## src/rtl/imm_ext_pipe.sv

```systemverilog
// Decode-stage immediate generator: builds the XLEN-wide immediate from instr[31:7] and
// presents it one cycle later behind a valid/ready handshake, optionally with a skid slot.
module imm_ext_pipe #(
  parameter int XLEN  = 32,
  parameter int TAG_W = 8,
  parameter int SKID  = 1
) (
  input  logic             clk,
  input  logic             reset,
  input  logic             flush,
  input  logic             in_valid,
  output logic             in_ready,
  input  logic [24:0]      in_instr,
  input  logic [2:0]       in_imm_src,
  input  logic [TAG_W-1:0] in_tag,
  output logic             out_valid,
  input  logic             out_ready,
  output logic [XLEN-1:0]  out_imm,
  output logic [TAG_W-1:0] out_tag,
  output logic             out_err,
  output logic [7:0]       err_count
);

  logic [31:7]     ins;
  logic [XLEN-1:0] new_imm;
  logic            new_err;
  logic            accept;
  logic            pop;

  assign ins    = in_instr;
  assign accept = in_valid & in_ready;
  assign pop    = out_valid & out_ready;

  // Signed casts sign-extend from the top bit of each concatenation up to XLEN.
  always_comb begin
    new_imm = '0;
    new_err = 1'b0;
    case (in_imm_src)
      3'b000: new_imm = XLEN'($signed(ins[31:20]));
      3'b001: new_imm = XLEN'($signed({ins[31:25], ins[11:7]}));
      3'b010: new_imm = XLEN'($signed({ins[31], ins[7], ins[30:25], ins[11:8], 1'b0}));
      3'b011: new_imm = XLEN'($signed({ins[31], ins[19:12], ins[20], ins[30:21], 1'b0}));
      3'b100: new_imm = XLEN'($signed({ins[31:12], 12'b0}));
      3'b101: new_imm = XLEN'(ins[19:15]);
      3'b110: new_imm = (XLEN == 64) ? XLEN'(ins[25:20]) : XLEN'(ins[24:20]);
      default: new_err = 1'b1;
    endcase
  end

  // An accept coinciding with a flush is discarded, so it is not counted either.
  always_ff @(posedge clk or posedge reset) begin
    if (reset)
      err_count <= 8'd0;
    else if (accept && !flush && new_err && err_count != 8'hFF)
      err_count <= err_count + 8'd1;
  end

  generate
    if (SKID != 0) begin : g_skid
      typedef enum logic [1:0] {EMPTY, ONE, TWO} state_t;

      state_t          state;
      logic            rdy_q;
      logic [XLEN-1:0] skid_imm;
      logic [TAG_W-1:0] skid_tag;
      logic            skid_err;

      assign in_ready = rdy_q;

      // The output register always holds the oldest item; the skid slot only fills when
      // the output is stalled, and drains into the output on the next pop.
      always_ff @(posedge clk or posedge reset) begin
        if (reset) begin
          state     <= EMPTY;
          rdy_q     <= 1'b1;
          out_valid <= 1'b0;
          out_imm   <= '0;
          out_tag   <= '0;
          out_err   <= 1'b0;
          skid_imm  <= '0;
          skid_tag  <= '0;
          skid_err  <= 1'b0;
        end else if (flush) begin
          state     <= EMPTY;
          rdy_q     <= 1'b1;
          out_valid <= 1'b0;
        end else begin
          case (state)
            EMPTY: begin
              if (accept) begin
                out_imm   <= new_imm;
                out_tag   <= in_tag;
                out_err   <= new_err;
                out_valid <= 1'b1;
                state     <= ONE;
              end
            end
            ONE: begin
              if (accept && !pop) begin
                skid_imm <= new_imm;
                skid_tag <= in_tag;
                skid_err <= new_err;
                rdy_q    <= 1'b0;
                state    <= TWO;
              end else if (pop && !accept) begin
                out_valid <= 1'b0;
                state     <= EMPTY;
              end else if (accept && pop) begin
                out_imm <= new_imm;
                out_tag <= in_tag;
                out_err <= new_err;
              end
            end
            TWO: begin
              if (pop) begin
                out_imm <= skid_imm;
                out_tag <= skid_tag;
                out_err <= skid_err;
                rdy_q   <= 1'b1;
                state   <= ONE;
              end
            end
            default: begin
              out_valid <= 1'b0;
              rdy_q     <= 1'b1;
              state     <= EMPTY;
            end
          endcase
        end
      end
    end else begin : g_single
      assign in_ready = ~out_valid | out_ready;

      always_ff @(posedge clk or posedge reset) begin
        if (reset) begin
          out_valid <= 1'b0;
          out_imm   <= '0;
          out_tag   <= '0;
          out_err   <= 1'b0;
        end else if (flush) begin
          out_valid <= 1'b0;
        end else if (accept) begin
          out_imm   <= new_imm;
          out_tag   <= in_tag;
          out_err   <= new_err;
          out_valid <= 1'b1;
        end else if (pop) begin
          out_valid <= 1'b0;
        end
      end
    end
  endgenerate

endmodule
```

## config.mk

```make
export PLATFORM = sky130hd
export DESIGN_NAME = imm_ext_pipe
export DESIGN_NICKNAME = d
export VERILOG_FILES = /design/src/rtl/imm_ext_pipe.sv
export SDC_FILE = /design/constraint.sdc
export NUM_CORES = 1
export LEC_CHECK = 0
export BUFFER_PORTS_ARGS = -buffer_cell sky130_fd_sc_hd__buf_2
export CAP_MARGIN = 20
export CORE_MARGIN = 3
export CORE_UTILIZATION = 57
export CTS_BUF_LIST = sky130_fd_sc_hd__clkbuf_4
export DETAILED_ROUTE_END_ITERATION = 16
export GPL_TIMING_DRIVEN = 0
export PLACE_DENSITY = 0.82
export REMOVE_ABC_BUFFERS = 1
export SLEW_MARGIN = 0
export SYNTH_ARGS = -nofsm -noshare
export SYNTH_HDL_FRONTEND = slang
export SYNTH_SLANG_ARGS = --single-unit
```

## constraint.sdc

```tcl
create_clock -name clk -period 4.6 [get_ports clk]
set_input_delay 0.23 -clock clk [delete_from_list [all_inputs] [get_ports clk]]
set_output_delay 0.23 -clock clk [all_outputs]
set_load 0.05 [all_outputs]
```

Word level (Yosys, flattened, before mapping)
Index checks and enable logic that the tools add are counted.

Add/subtract/negate cells: 1. $mul: 0. Divide/modulo/power cells: 0. Order comparisons: 0. Equality and inequality tests: 22. Shift operators: 0. Mux-type cells: 35. Bitwise operators: 3. Reduce and logical (&&, ||, !) cells: 18.

Operator list (count): case mux 32 bit (7 select lines) (1); two-way mux 32 bit (5); case mux 32 bit (3 select lines) (1); two-way mux 8 bit (5); case mux 8 bit (3 select lines) (1); != test 3 bit, second input constant (5); != test 2 bit, second input constant (7); two-way mux 1 bit (13); two-way mux 2 bit (5); == test 3 bit, second input constant (3); case mux 1 bit (3 select lines) (3); AND reduction 3 bit (3); adder 8 x 1 -> 8 bit, second input constant (1); != test 8 bit, second input constant (1); AND reduction 7 bit (1); OR reduction 7 bit (1); == test 3 x 2 -> 1 bit, second input constant (2); logical AND 1 bit (6); case mux 2 bit (3 select lines) (1); != test 4 bit, second input constant (1); AND reduction 4 bit (1); == test 3 x 1 -> 1 bit, second input constant (1); zero test 1 bit (3); zero test 3 bit (1); 6 further kinds (7).

Flip-flop bits (word level): 94. Bits in latches: 0. RAM bits: 0. Bits in read-only memories: 0. Bits of input ports: 41. Output and inout port bits: 51. Word-level logic and storage cells: 89. Memories kept: 0.

Logic depth before layout (Yosys ltp)
Depth in word-level cells: 7. Mapped depth: 6.

Least setup slack after synthesis
Ideal clock, no wire load.

Kind: register to register. Start: reg err_count[0]. End: reg err_count[1]. Setup time: 125 ps. Data arrival time: 1908 ps. Path slack: 2567 ps. Stages on the path, launching flop included: 5. Buffers on the path: 0. Period minus slack after synthesis: 2033 ps. Cells stage by stage: dfrtp_1 -> ha_1 -> and4_1 -> a2111oi_4 -> mux2_2.

Longest elaborated chain between the ends: 2. Elaborated cells between the ends (all ways): 3. Classes of those cells: add/sub (1); eq/ne (1); reduce/logical (1).

Ends and longest elaborated chain: start, declared (line 21) `output logic [7:0] err_count`; start signal, assigned (line 55) `err_count <= err_count + 8'd1;`; branches (longest 2 deep; another with adder 8 x 1 -> 8 bit).

Several ways; the timed one is not identified. A chain may end at the register's enable or synchronous reset.

Worst setup path after layout
Start: reg g_skid.state[1]. End: reg out_imm[11].

Longest elaborated chain between the ends: 3. Elaborated cells between the ends (all ways): 11. Classes of those cells: eq/ne (7); mux (1); reduce/logical (3).

Ends and longest elaborated chain: start, declared (line 62) `state_t state;`; start signal, assigned (line 74) `state <= EMPTY;`; start signal, assigned (line 84) `state <= EMPTY;`; start signal, assigned (line 95) `state <= ONE;`; == test 2 x 1 -> 1 bit, or another cell as far along (line 88) `case (state)`; != test 2 bit (no source line) / nonzero test 3 bit (equally long branches); AND reduction 7 bit (no source line); end signal, assigned (line 91) `out_imm <= new_imm;`; end signal, assigned (line 109) `out_imm <= new_imm;`; end signal, assigned (line 116) `out_imm <= skid_imm;`; end, declared (line 18) `output logic [XLEN-1:0] out_imm,`.

Parallel ways exist; a longest one is shown, timed or not.

==> out/summary.txt <==
Skew-Pair Late Insertion Delay -> 440 ps
total track usage -> 23.5%
cell family with most CP delay -> simple AND/OR/NAND/NOR gates
total wire length -> 10,900 um
mapped cell area -> 4850 sq um
top-area cell type share of the netlist area -> 48.0%
Num CTS Buffers -> 9
number of synthesized flops with an enable pin -> 0
Pwr Density -> 551 nW/um^2
Clock Sinks -> 94
ys async rst share -> 100%
maximum vdd drop -> 0.319 mV
CTS root buf -> clkbuf_4
slew margin rel. -> 36.0%
Mapped Cells -> 467
Fillers -> 671
Starting Density -> 58.8%
P&R area growth vs syn -> 14.0%
kind of critical path -> reg2reg
# port buffers -> 91
synth warn -> 0
Longest Clk Path Bufs -> 2
endpoints failing setup -> 0
antenna-violating nets left -> 0
DR iter-0 viols -> 168
Post-DP HPWL -> 7480 um
status -> finished clean
largest fanout on the critical path -> 30
post-synthesis mux area share -> 13.5%
Synth Area in Simple Gates -> 15.9%
CP Buf/Inv Count -> 1
Final Util -> 67.0%
fin crit share -> 55.6%
Yosys cell types -> 53
sequential share of the synthesized area -> 48.5%
ant diodes -> 0
leakage dissipation -> 0.00273 uW
drt wl/cell -> 16.8 um
total number of vias -> 3,872
Clock Skew -> 12.0 ps
FMAX -> 391 MHz
pins over their slew limit -> 0
max cap viols -> 0
Crit-path slowest cell -> a211oi_4
Avg Cell Area, Syn -> 10.4 sq um
Critical Path Source Type -> register
Compound-Gate Fraction of Synth Area -> 16.3%
final net count -> 579
gr ovfl total -> 0
Cell Chain, Critical Path -> and3b_1, a211oi_4, or2_2, buf_12, mux2_2
CP arrival -> 2900 ps
Post-route DRC -> 0
clock transition at the registers of the reported paths -> 130 ps
XOR/XNOR Fraction of Synth Area -> 1.06%
Setup TNS Final -> 0 ps
CORE AREA -> 8260 sq um
Post-synth top cells -> dfrtp_1, o21ai_0, nand2_1
dominant synthesized flop cell -> dfrtp_1
final hold vios -> 0
CP max stage delay -> 590 ps
Synth Area in Adders -> 0.258%
H-tree depth -> 3
DRT Pass-1 Iters -> 6
Slew @ Worst Pin -> 955 ps
Row Count -> 33
first-pass GRT wire length -> 18,400 um
unrepaired setup endpoints after global routing -> false
die height -> 98.3 um
largest family of logic cells by synthesized area -> compound AO/OA/AOI/OAI gates
Post-CTS Setup Bufs -> 0
routability-driven placement congestion ratio -> 0.829
largest net degree at the start of global routing -> 57
die area -> 9660 sq um
worst hold path class -> in2reg
Yosys top cell by area -> dfrtp_1
Die W -> 98.3 um
register bit total from synthesis -> 94
initial antenna violation count -> 0
critical path capture point type -> register
vias per cell -> 5.99
Tmin final -> 2560 ps
TritonCTS clock tree -> done
vias in the first global route -> 3,768
largest cells by area after synthesis -> dfrtp_1, o21ai_0, mux2i_1
most frequent cell after synthesis -> dfrtp_1
required time worst endpoint -> 4940 ps
IO Pins -> 92
share of cells above drive strength 1 -> 29.8%
==> what timing repair did <==
item	CTS	global route
resized for setup	0	0
endpoints found under the hold margin	37	0
hold buffers	1	0
==> final timing paths <==
check | from | to | slack (ps) | cells after the start
max | g_skid.state[1] | out_imm[11] | 2040 | 5
min | in_tag[7] | g_skid.skid_tag[7] | 30 | 2
max reg2reg | g_skid.state[1] | out_imm[11] | 2040 | 5
min reg2reg | g_skid.skid_imm[31] | g_skid.skid_imm[31] | 500 | 2
max in group asynchronous | reset | g_skid.skid_imm[1] | 3600 | 4
min in group asynchronous | reset | err_count[0] | 350 | 3
==> routing by layer <==
layer | vias to the layer above | wire (um) | part of all wire, % | global-route usage [%]
li1 | 1809 | - | - | -
met2 | 108 | 5310 | 49 | 38.6
met3 | 19 | 539 | 5.0 | 3.93
met5 | - | 0 | 0 | 0
met1 | 1936 | 4820 | 44 | 31.3
met4 | 0 | 193 | 1.8 | 9.24
==> where the power goes <==
part / switching, uW / internal (uW) / leakage, uW / total, uW
logic: 893 / 399 / 0.00146 / 1290
registers: 181 / 1140 / 0.00120 / 1320
clock network: 269 / 166 / 0.0000713 / 435
total: 1340 / 1710 / 0.00273 / 3050
==> state kept, by name, indices dropped and copies added (netlist names) <==
name / count
err_count: 8
g_skid.skid_err: 1
g_skid.skid_imm: 32
g_skid.skid_tag: 8
g_skid.state: 2
in_ready: 1
out_err: 1
out_imm: 32
out_tag: 8
out_valid: 1
==> worst register-to-register path, stage by stage (launching register included) <==
cell	delay (ps)
dfrtp_1	490
and3b_1	280
a211oi_4	590
or2_2	490
buf_12	260
mux2_2	360
==> stage by stage <==
| stage | instances | worst slack (ps) | hold WS [ps] | cell area, sq um | total power, uW |
|---|---|---|---|---|---|
| after floorplan | 428 | 1370 | 293 | 4660 | 2270 |
| after global placement | 624 | 444 | 462 | 5250 | 2560 |
| after detailed placement | 630 | 2070 | 303 | 5400 | 2640 |
| after CTS | 646 | 2040 | 2.65 | 5530 | 3070 |
| after global routing | 646 | 1880 | 8.41 | 5530 | 3230 |
| final | 646 | 2040 | 30.4 | 5530 | 3050 |
==> placed cells by master, fill, tap and decap left out, types with 6 or more instances in the layout <==
master / instances
or4bb_1: 8
o21ai_1: 10
and3b_1: 9
nor2_1: 16
nand2_1: 47
o21ai_0: 84
mux2i_1: 24
nand4_1: 10
mux2_2: 20
clkbuf_4: 10
mux2_4: 12
nand2b_1: 7
buf_2: 91
a31oi_1: 6
a21oi_1: 16
nand4b_1: 8
dfrtp_1: 93
==> cell families after synthesis <==
kind of cell,after synthesis
and+or+nand+nor,130
buffers and inverters,45
AOI/OAI and AO/OA,135
muxes,57
adders and majority gates,1
xor gates and xnor gates,5
DFF,94
==> final cells by class <==
| cell class | count | area (sq um) | share of cell area (%) |
|---|---|---|---|
| multi-input combinational | 328 | 2300 | 41.5 |
| clock inverter | 5 | 51.3 | 0.927 |
| sequential | 94 | 2350 | 42.5 |
| inverter | 6 | 25.0 | 0.452 |
| clock buffer | 10 | 75.1 | 1.36 |
| tap | 105 | 131 | 2.37 |
| timing repair buffer | 98 | 598 | 10.8 |
No activity file was read; power rests on OpenSTA's default activity.
